### src/rtl/lw_digest_out_if.sv
// Word-stream handshake bundle for lw_digest_out: the digest source drives the master side.
`ifndef WORD_SIZE
`define WORD_SIZE 32
`endif

interface lw_digest_out_if #(
    parameter int DATA_W = `WORD_SIZE
);
    logic              out_valid_o;
    logic              out_ready_i;
    logic [DATA_W-1:0] out_data_o;
    logic              out_last_o;

    modport master (output out_valid_o, out_data_o, out_last_o, input out_ready_i);
    modport slave  (input out_valid_o, out_data_o, out_last_o, output out_ready_i);
endinterface

### src/rtl/lw_digest_out.sv
// Captures a finished digest on a done_i rising edge and streams it word by word (index 7 first).
// Optional macro DIGEST_CMP_EN adds a constant-time tag comparison mode (state CMP).
`ifndef WORD_SIZE
`define WORD_SIZE 32
`endif

module lw_digest_out #(
    parameter int DATA_W = `WORD_SIZE
) (
    input  logic              clk_i,
    input  logic              aresetn_i,
    input  logic              done_i,
    input  logic [DATA_W-1:0] hash_i [7:0],
    input  logic [3:0]        len_i,
    input  logic              abort_i,
    lw_digest_out_if.master   out_if,
    output logic              busy_o,
    output logic              overrun_o
`ifdef DIGEST_CMP_EN
    ,
    input  logic              cmp_i,
    input  logic [DATA_W-1:0] tag_i,
    input  logic              tag_valid_i,
    output logic              tag_ready_o,
    output logic              match_o,
    output logic              match_valid_o
`endif
);

    localparam logic [1:0] ST_IDLE = 2'd0;
    localparam logic [1:0] ST_SEND = 2'd1;
    localparam logic [1:0] ST_CMP  = 2'd2;

    logic [1:0]        state_q, state_d;
    logic              done_prev_q;
    logic [DATA_W-1:0] buf_q [7:0];
    logic [DATA_W-1:0] buf_d [7:0];
    logic [3:0]        cnt_q, cnt_d;
    logic              overrun_q, overrun_d;
    logic              done_rise;

`ifdef DIGEST_CMP_EN
    logic [DATA_W-1:0] acc_q, acc_d;
    logic              match_q, match_d;
    logic              match_valid_q, match_valid_d;
`endif

    // Lengths of 0 or above 8 select the full 8-word digest.
    function automatic logic [3:0] eff_len(input logic [3:0] l);
        return (l == 4'd0 || l > 4'd8) ? 4'd8 : l;
    endfunction

    assign done_rise = done_i & ~done_prev_q;

    always_comb begin
        state_d   = state_q;
        buf_d     = buf_q;
        cnt_d     = cnt_q;
        overrun_d = done_rise && (state_q != ST_IDLE);
`ifdef DIGEST_CMP_EN
        acc_d         = acc_q;
        match_d       = match_q;
        match_valid_d = 1'b0;
`endif
        if (abort_i) begin
            state_d = ST_IDLE;
            cnt_d   = 4'd0;
            for (int i = 0; i < 8; i++) buf_d[i] = '0;
        end else begin
            case (state_q)
                ST_IDLE: begin
                    if (done_rise) begin
                        buf_d   = hash_i;
                        cnt_d   = eff_len(len_i);
                        state_d = ST_SEND;
`ifdef DIGEST_CMP_EN
                        acc_d   = '0;
                        match_d = 1'b0;
                        if (cmp_i) state_d = ST_CMP;
`endif
                    end
                end
                ST_SEND: begin
                    if (out_if.out_ready_i) begin
                        for (int i = 7; i > 0; i--) buf_d[i] = buf_q[i-1];
                        buf_d[0] = '0;
                        cnt_d    = cnt_q - 4'd1;
                        if (cnt_q == 4'd1) begin
                            state_d = ST_IDLE;
                            for (int i = 0; i < 8; i++) buf_d[i] = '0;
                        end
                    end
                end
`ifdef DIGEST_CMP_EN
                ST_CMP: begin
                    // Every tag word is folded in; a mismatch never shortens the walk.
                    if (tag_valid_i) begin
                        acc_d = acc_q | (buf_q[7] ^ tag_i);
                        for (int i = 7; i > 0; i--) buf_d[i] = buf_q[i-1];
                        buf_d[0] = '0;
                        cnt_d    = cnt_q - 4'd1;
                        if (cnt_q == 4'd1) begin
                            match_d       = (acc_d == '0);
                            match_valid_d = 1'b1;
                            state_d       = ST_IDLE;
                            for (int i = 0; i < 8; i++) buf_d[i] = '0;
                        end
                    end
                end
`endif
                default: begin
                    state_d = ST_IDLE;
                    cnt_d   = 4'd0;
                    for (int i = 0; i < 8; i++) buf_d[i] = '0;
                end
            endcase
        end
    end

    always_ff @(posedge clk_i or negedge aresetn_i) begin
        if (!aresetn_i) begin
            state_q     <= ST_IDLE;
            done_prev_q <= 1'b0;
            cnt_q       <= 4'd0;
            overrun_q   <= 1'b0;
            for (int i = 0; i < 8; i++) buf_q[i] <= '0;
`ifdef DIGEST_CMP_EN
            acc_q         <= '0;
            match_q       <= 1'b0;
            match_valid_q <= 1'b0;
`endif
        end else begin
            state_q     <= state_d;
            done_prev_q <= done_i;
            cnt_q       <= cnt_d;
            overrun_q   <= overrun_d;
            buf_q       <= buf_d;
`ifdef DIGEST_CMP_EN
            acc_q         <= acc_d;
            match_q       <= match_d;
            match_valid_q <= match_valid_d;
`endif
        end
    end

    assign out_if.out_valid_o = (state_q == ST_SEND);
    assign out_if.out_data_o  = (state_q == ST_SEND) ? buf_q[7] : '0;
    assign out_if.out_last_o  = (state_q == ST_SEND) && (cnt_q == 4'd1);
    assign busy_o             = (state_q != ST_IDLE);
    assign overrun_o          = overrun_q;

`ifdef DIGEST_CMP_EN
    assign tag_ready_o   = (state_q == ST_CMP);
    assign match_o       = match_q;
    assign match_valid_o = match_valid_q;
`endif

endmodule

### src/flat_wrapper.sv
// flat-port wrapper written by rule: the top's interface ports become plain ports
module lw_digest_out_flat 
#(
    parameter int DATA_W = `WORD_SIZE
)
  (clk_i, aresetn_i, done_i, hash_i, len_i, abort_i, busy_o, overrun_o, out_if_out_valid_o, out_if_out_data_o, out_if_out_last_o, out_if_out_ready_i);
  lw_digest_out_if #(.DATA_W(DATA_W)) out_if_i ();
  input  logic clk_i;
  input  logic aresetn_i;
  input  logic done_i;
  input  logic [DATA_W-1:0] hash_i[7:0];
  input  logic [3:0] len_i;
  input  logic abort_i;
  output logic busy_o;
  output logic overrun_o;
  output wire logic [$bits(out_if_i.out_valid_o)-1:0] out_if_out_valid_o;
  output wire logic [$bits(out_if_i.out_data_o)-1:0] out_if_out_data_o;
  output wire logic [$bits(out_if_i.out_last_o)-1:0] out_if_out_last_o;
  input wire logic [$bits(out_if_i.out_ready_i)-1:0] out_if_out_ready_i;
  assign out_if_out_valid_o = out_if_i.out_valid_o;
  assign out_if_out_data_o = out_if_i.out_data_o;
  assign out_if_out_last_o = out_if_i.out_last_o;
  assign out_if_i.out_ready_i = out_if_out_ready_i;
  lw_digest_out #(.DATA_W(DATA_W)) u_core (.clk_i(clk_i), .aresetn_i(aresetn_i), .done_i(done_i), .hash_i(hash_i), .len_i(len_i), .abort_i(abort_i), .out_if(out_if_i), .busy_o(busy_o), .overrun_o(overrun_o));
endmodule
### config.mk
export PLATFORM = sky130hd
export DESIGN_NAME = lw_digest_out_flat
export DESIGN_NICKNAME = d
export VERILOG_FILES = /design/src/rtl/lw_digest_out_if.sv /design/src/rtl/lw_digest_out.sv /design/src/flat_wrapper.sv
export SDC_FILE = /design/constraint.sdc
export NUM_CORES = 1
export LEC_CHECK = 0
export BUFFER_PORTS_ARGS = -buffer_cell sky130_fd_sc_hd__buf_2
export CAP_MARGIN = 20
export CORE_ASPECT_RATIO = 1.2
export CORE_MARGIN = 2
export CORE_UTILIZATION = 55
export DETAILED_ROUTE_END_ITERATION = 12
export PLACE_DENSITY = 0.92
export RECOVER_POWER = 25
export REMOVE_ABC_BUFFERS = 1
export SLEW_MARGIN = 10
export SYNTH_ARGS = -nofsm -noshare
export SYNTH_HDL_FRONTEND = slang
export SYNTH_SLANG_ARGS = --single-unit
### constraint.sdc
create_clock -name clk_i -period 2.5 [get_ports clk_i]
set_clock_uncertainty 0.1 [all_clocks]
set_input_delay 0.625 -clock clk_i [delete_from_list [all_inputs] [get_ports clk_i]]
set_output_delay 0.625 -clock clk_i [all_outputs]
set_load 0.05 [all_outputs]
Yosys cells after proc, flatten, opt, wreduce, memory -nomap -nowiden

Cells that the tools add are included.

Register bits: 264
Output and inout port bits: 36
Word-level logic and storage cells: 45
Input bits: 265

Mux-type cells: 16
$lt $le $gt $ge: 1
Bitwise operators: 2
$add $sub $neg: 1
Reduce and logical (&&, ||, !) cells: 8
Eq/ne operators: 5

Operators with widths:

| operator              | number |
|---|---|
| $mux W256             | 4 |
| $pmux W256 S2         | 1 |
| $mux W32              | 1 |
| $mux W4               | 4 |
| $ne A3 B2 Y1 const B  | 3 |
| $mux W2               | 4 |
| $pmux W4 S2           | 1 |
| $eq A4 B1 Y1 const B  | 1 |
| $gt A4 B4 Y1 const B  | 1 |
| $logic_not A4 Y1      | 1 |
| $pmux W2 S2           | 1 |
| $sub A4 B1 Y4 const B | 1 |
| $reduce_and A3 Y1     | 1 |
| $eq A2 B1 Y1 const B  | 1 |
| $logic_and A1 B1 Y1   | 2 |
| $logic_not A2 Y1      | 1 |
| $reduce_and A2 Y1     | 1 |
| $reduce_bool A2 Y1    | 1 |
| $and A1 B1 Y1         | 1 |
| $logic_or A1 B1 Y1    | 1 |
| $not A1 Y1            | 1 |

Depth between registers and ports, before layout

Depth in word-level cells: 6
Mapped depth: 7
Mapped depth without buffers: 5

Least setup slack after synthesis

Ideal clock, no wire load.

Kind: reg2out
Start point: reg u_core.state_q[0]
End point: out out_if_out_data_o[21]
Arrival time: 1.903 ns
Required time: 1.775 ns
Setup slack: -0.128 ns
Path buffers: 4
Stages on the path, launching flop included: 6
Cells stage by stage: dfrtp_1 -> buf_6 -> buf_2 -> buf_2 -> clkbuf_1 -> and2_1

Word-level cells in the longest chain between the ends: 2

Ends and longest elaborated chain:

| item                     | RTL line             | RTL |
|---|---|---|
| start: declaration       | lw_digest_out.sv:34  | `logic [1:0] state_q, state_d;` |
| start signal: assignment | lw_digest_out.sv:133 | `state_q <= state_d;` |
| $eq A2 B1 Y1             | lw_digest_out.sv:147 | `assign out_if.out_data_o = (state_q == ST_SEND) ? buf_q[7] : '0;` |
| $mux W32                 | lw_digest_out.sv:147 |  |
| end: declaration         | flat_wrapper.sv:17   | `output wire logic [$bits(out_if_i.out_data_o)-1:0] out_if_out_data_o;` |

Every way passes these cells.

Worst setup path after layout

Start point: reg u_core.state_q[0]
End point: out out_if_out_data_o[26]

The elaborated chain is that of the path after synthesis.

==> run_results.csv <==
group,metric,value,unit
floorplan,core_area,21700,um^2
floorplan,core.rowCount,59,
setup_path,cp-start-kind,"register",
floorplan,start_util,56.2,%
clock_tree,cts-root-buf,"clkbuf_16",
synthesis,ys_types,34,
floorplan,boundaryPins,301,
clock_tree,cts-htree-levels,1,
timing,hold_viol,0,
setup_path,path_delay_family,"flip-flops",
place,dp.cells,1484,
synthesis,synth_edf_count,0,
global_route,track_usage,25.7,%
synthesis,syn_avg_cell_area,12.6,um^2
detailed_routing,initialDrtViolationCount,453,
setup_path,crit_cells,4,
pwr,power_density,692,nW/um^2
timing,final-setup-viol-count,3,
pwr,internal-power,7750,uW
hold_path,hold_class,"input pin to register",
timing,fin_ws,-0.0281,ns
timing,worstMarginPinSlew,1.55,ns
floorplan,die-height,167,um
timing,slew_viol_final,57,
pwr,netSwitchingFraction,26.0,%
cells_and_area,final_nets,1512,
timing,fin_setup_tns,-0.0322,ns
pwr,combPwrFrac,15.7,%
setup_path,worst-setup-path-type,"register to primary output",
detailed_routing,avgRoutedWirePerCell,20.1,um
pwr,p_leak,0.00717,uW
synthesis,synth_common_cells,"dfrtp_1 (263), mux2i_1 (224), o2bb2ai_1 (224), buf_2 (62), nand3_1 (34)",
pwr,power_frac_clock,39.0,%
detailed_routing,drc,0,
pwr,switching_power,2730,uW
synthesis,async_flop_share,100,%
setup_path,max_stage_delay,0.57,ns
cells_and_area,final_cells,1542,
cells_and_area,area_growth,24.3,%
setup_path,path_cells,"clkbuf_2, buf_4, and2_1, clkbuf_4",
setup_path,cpMaxStageDelayCell,"dfrtp_4",
global_route,grt_pass1_vias,9800,
setup_path,worstSetupEndpointType,"primary output",
floorplan,die_x,140,um
cells_and_area,drive_gt1_share,30.6,%
floorplan,dieArea,23400,um^2
timing,holdWs,0.164,ns
flow_run,maxCapViolCount,1,
synthesis,synth_area_leaders,"dfrtp_1 (54%), mux2i_1 (18%), o2bb2ai_1 (16%)",
setup_path,path_buf_inv,3,
pwr,ir_worst_vdd,0.613,mV
timing,post-route-min-period,2.53,ns
timing,rsz0062_at_grt,"true",
place,place_ws,0.318,ns
global_route,grt_max_degree,89,
detailed_routing,routed_via_density,6.01,
place,numPortBuffers,300,
place,dp_hpwl,20.0,mm
synthesis,yosysMostFrequentCell,"dfrtp_1",
synthesis,synth_ff_type,"dfrtp_1",
run_status,status,"complete, but fails checks",
timing,timing.fmax,0.396,GHz
clock_tree,worstSkewPairLatency,0.52,ns
setup_path,cp.required,1.77,ns
place,place.gp.congestion,0.851,
pwr,p_seq_share,45.4,%
clock_tree,cts_tree,"done",
synthesis,synth_top_area_share,54.0,%
setup_path,r2r_cells,6,
detailed_routing,dr.pass1.iters,5,
detailed_routing,wirelength,31.1,mm
detailed_routing,ant_nets,0,
timing,slew_headroom,-3.14,%
setup_path,cp_max_fo,6,
run_status,violations,"capacitance limit, slew limit, setup timing",
timing,period_share,101,%
clock_tree,cts_buffer_depth,3,
hold_path,whs_path_depth,1,
synthesis,mappedNetlistArea,12200,um^2
global_route,antenna_found_initial,3,
synthesis,ys_seq_elements,263,
pwr,p_total,10500,uW
synthesis,ys_seq_area_share,54.0,%
clock_tree,clk_pin_slew,0.06,ns
clock_tree,cts_inserted_buffers,27,
global_route,grt_pass1_wl,49.6,mm
detailed_routing,vias,9272,
synthesis,synth_top_area_cell,"dfrtp_1",
setup_path,critPathArrivalTime,1.80,ns
synthesis,ys_warn_count,0,
global_route,gr-total-overflow,0,
synthesis,syn_inst,970,
clock_tree,clock-sinks,263,
flip-flops by register name, indices dropped and copies added, names as in the netlist:
| signal | count |
|---|---|
| u_core.buf_q | 256 |
| u_core.cnt_q | 4 |
| u_core.done_prev_q | 1 |
| u_core.overrun_o | 1 |
| u_core.state_q | 1 |
final cells by class:
class                           count  area [um^2]
Fill cell                        1468         6550
Clock inverter                      5         81.3
Sequential cell                   263         6590
Antenna cell                        3         7.51
Timing Repair Buffer              340         2160
Tap cell                          274          343
Multi-Input combinational cell    607         5130
Clock buffer                       44          830
Inverter                            6         22.5
path summary, 6_finish.rpt:
check | slack [ns] | to | startpoint
min reg2reg | 0.39 | u_core.buf_q[78] | u_core.buf_q[78]
min in group asynchronous | 0.91 | u_core.buf_q[220] | aresetn_i
min | 0.16 | u_core.done_prev_q | done_i
max | -0.03 | out_if_out_data_o[26] | u_core.state_q[0]
max reg2reg | 0.13 | u_core.buf_q[23] | u_core.state_q[0]
max in group asynchronous | 0.29 | u_core.cnt_q[0] | aresetn_i
routing by layer:
layer	vias to the layer above	global-route usage, %	wire length [um]
li1	4221	-	-
met1	4622	33.8	12500
met2	344	43.1	15700
met3	85	3.91	1790
met4	0	9.96	1090
met5	-	0	0
cell usage in the layout, fill, tap and decap left out, types with 2 or more instances in the layout:
master	instances
clkbuf_16	28
clkbuf_2	2
nand3_1	34
buf_6	16
clkinv_2	2
clkbuf_1	9
clkbuf_4	3
dfrtp_1	262
diode_2	3
o31ai_1	2
and2_1	33
a2bb2oi_1	2
buf_2	276
clkbuf_8	9
bufinv_16	2
ha_1	2
mux2i_1	224
buf_12	13
buf_4	24
o21ai_0	33
buf_16	3
nor2_1	3
inv_1	6
o2bb2ai_1	224
nand2_1	32
kinds of logic after synthesis:
logic type	Yosys count	synth area share [%]
adders and majority gates	2	0.205
muxes	224	18.4
AOI/OAI and AO/OA	271	18.4
buffers and inverters	100	4.15
DFF	263	54.0
and+or+nand+nor	110	4.83
repair_timing:
item / CTS / global route
setup buffers: 2 / 2
cloned: 0 / 1
endpoints found under the setup margin: 33 / 32
hold buffers: 1 / 0
hold endpoints to repair: 51 / 0
resized for setup: 26 / 26
per-stage QoR:
stage / cell area, um^2 / util, %
global route: 15200 / 69.8
floorplan: 11700 / -
detailed placement: 14000 / 64.7
CTS: 15100 / 69.4
global placement: 14000 / 64.7
finish: 15200 / 69.8
power by group through the flow:
stage / clock [uW] / combinational (uW) / sequential, uW
6_report: 4090 / 1640 / 4750
5_1_grt: 4380 / 1780 / 4780
4_1_cts: 4150 / 1630 / 4750
3_5_place_dp: 0 / 1600 / 4810
3_3_place_gp: 0 / 1550 / 4800
2_1_floorplan: 0 / 1130 / 4900
Power figures use the tool's default switching activity.
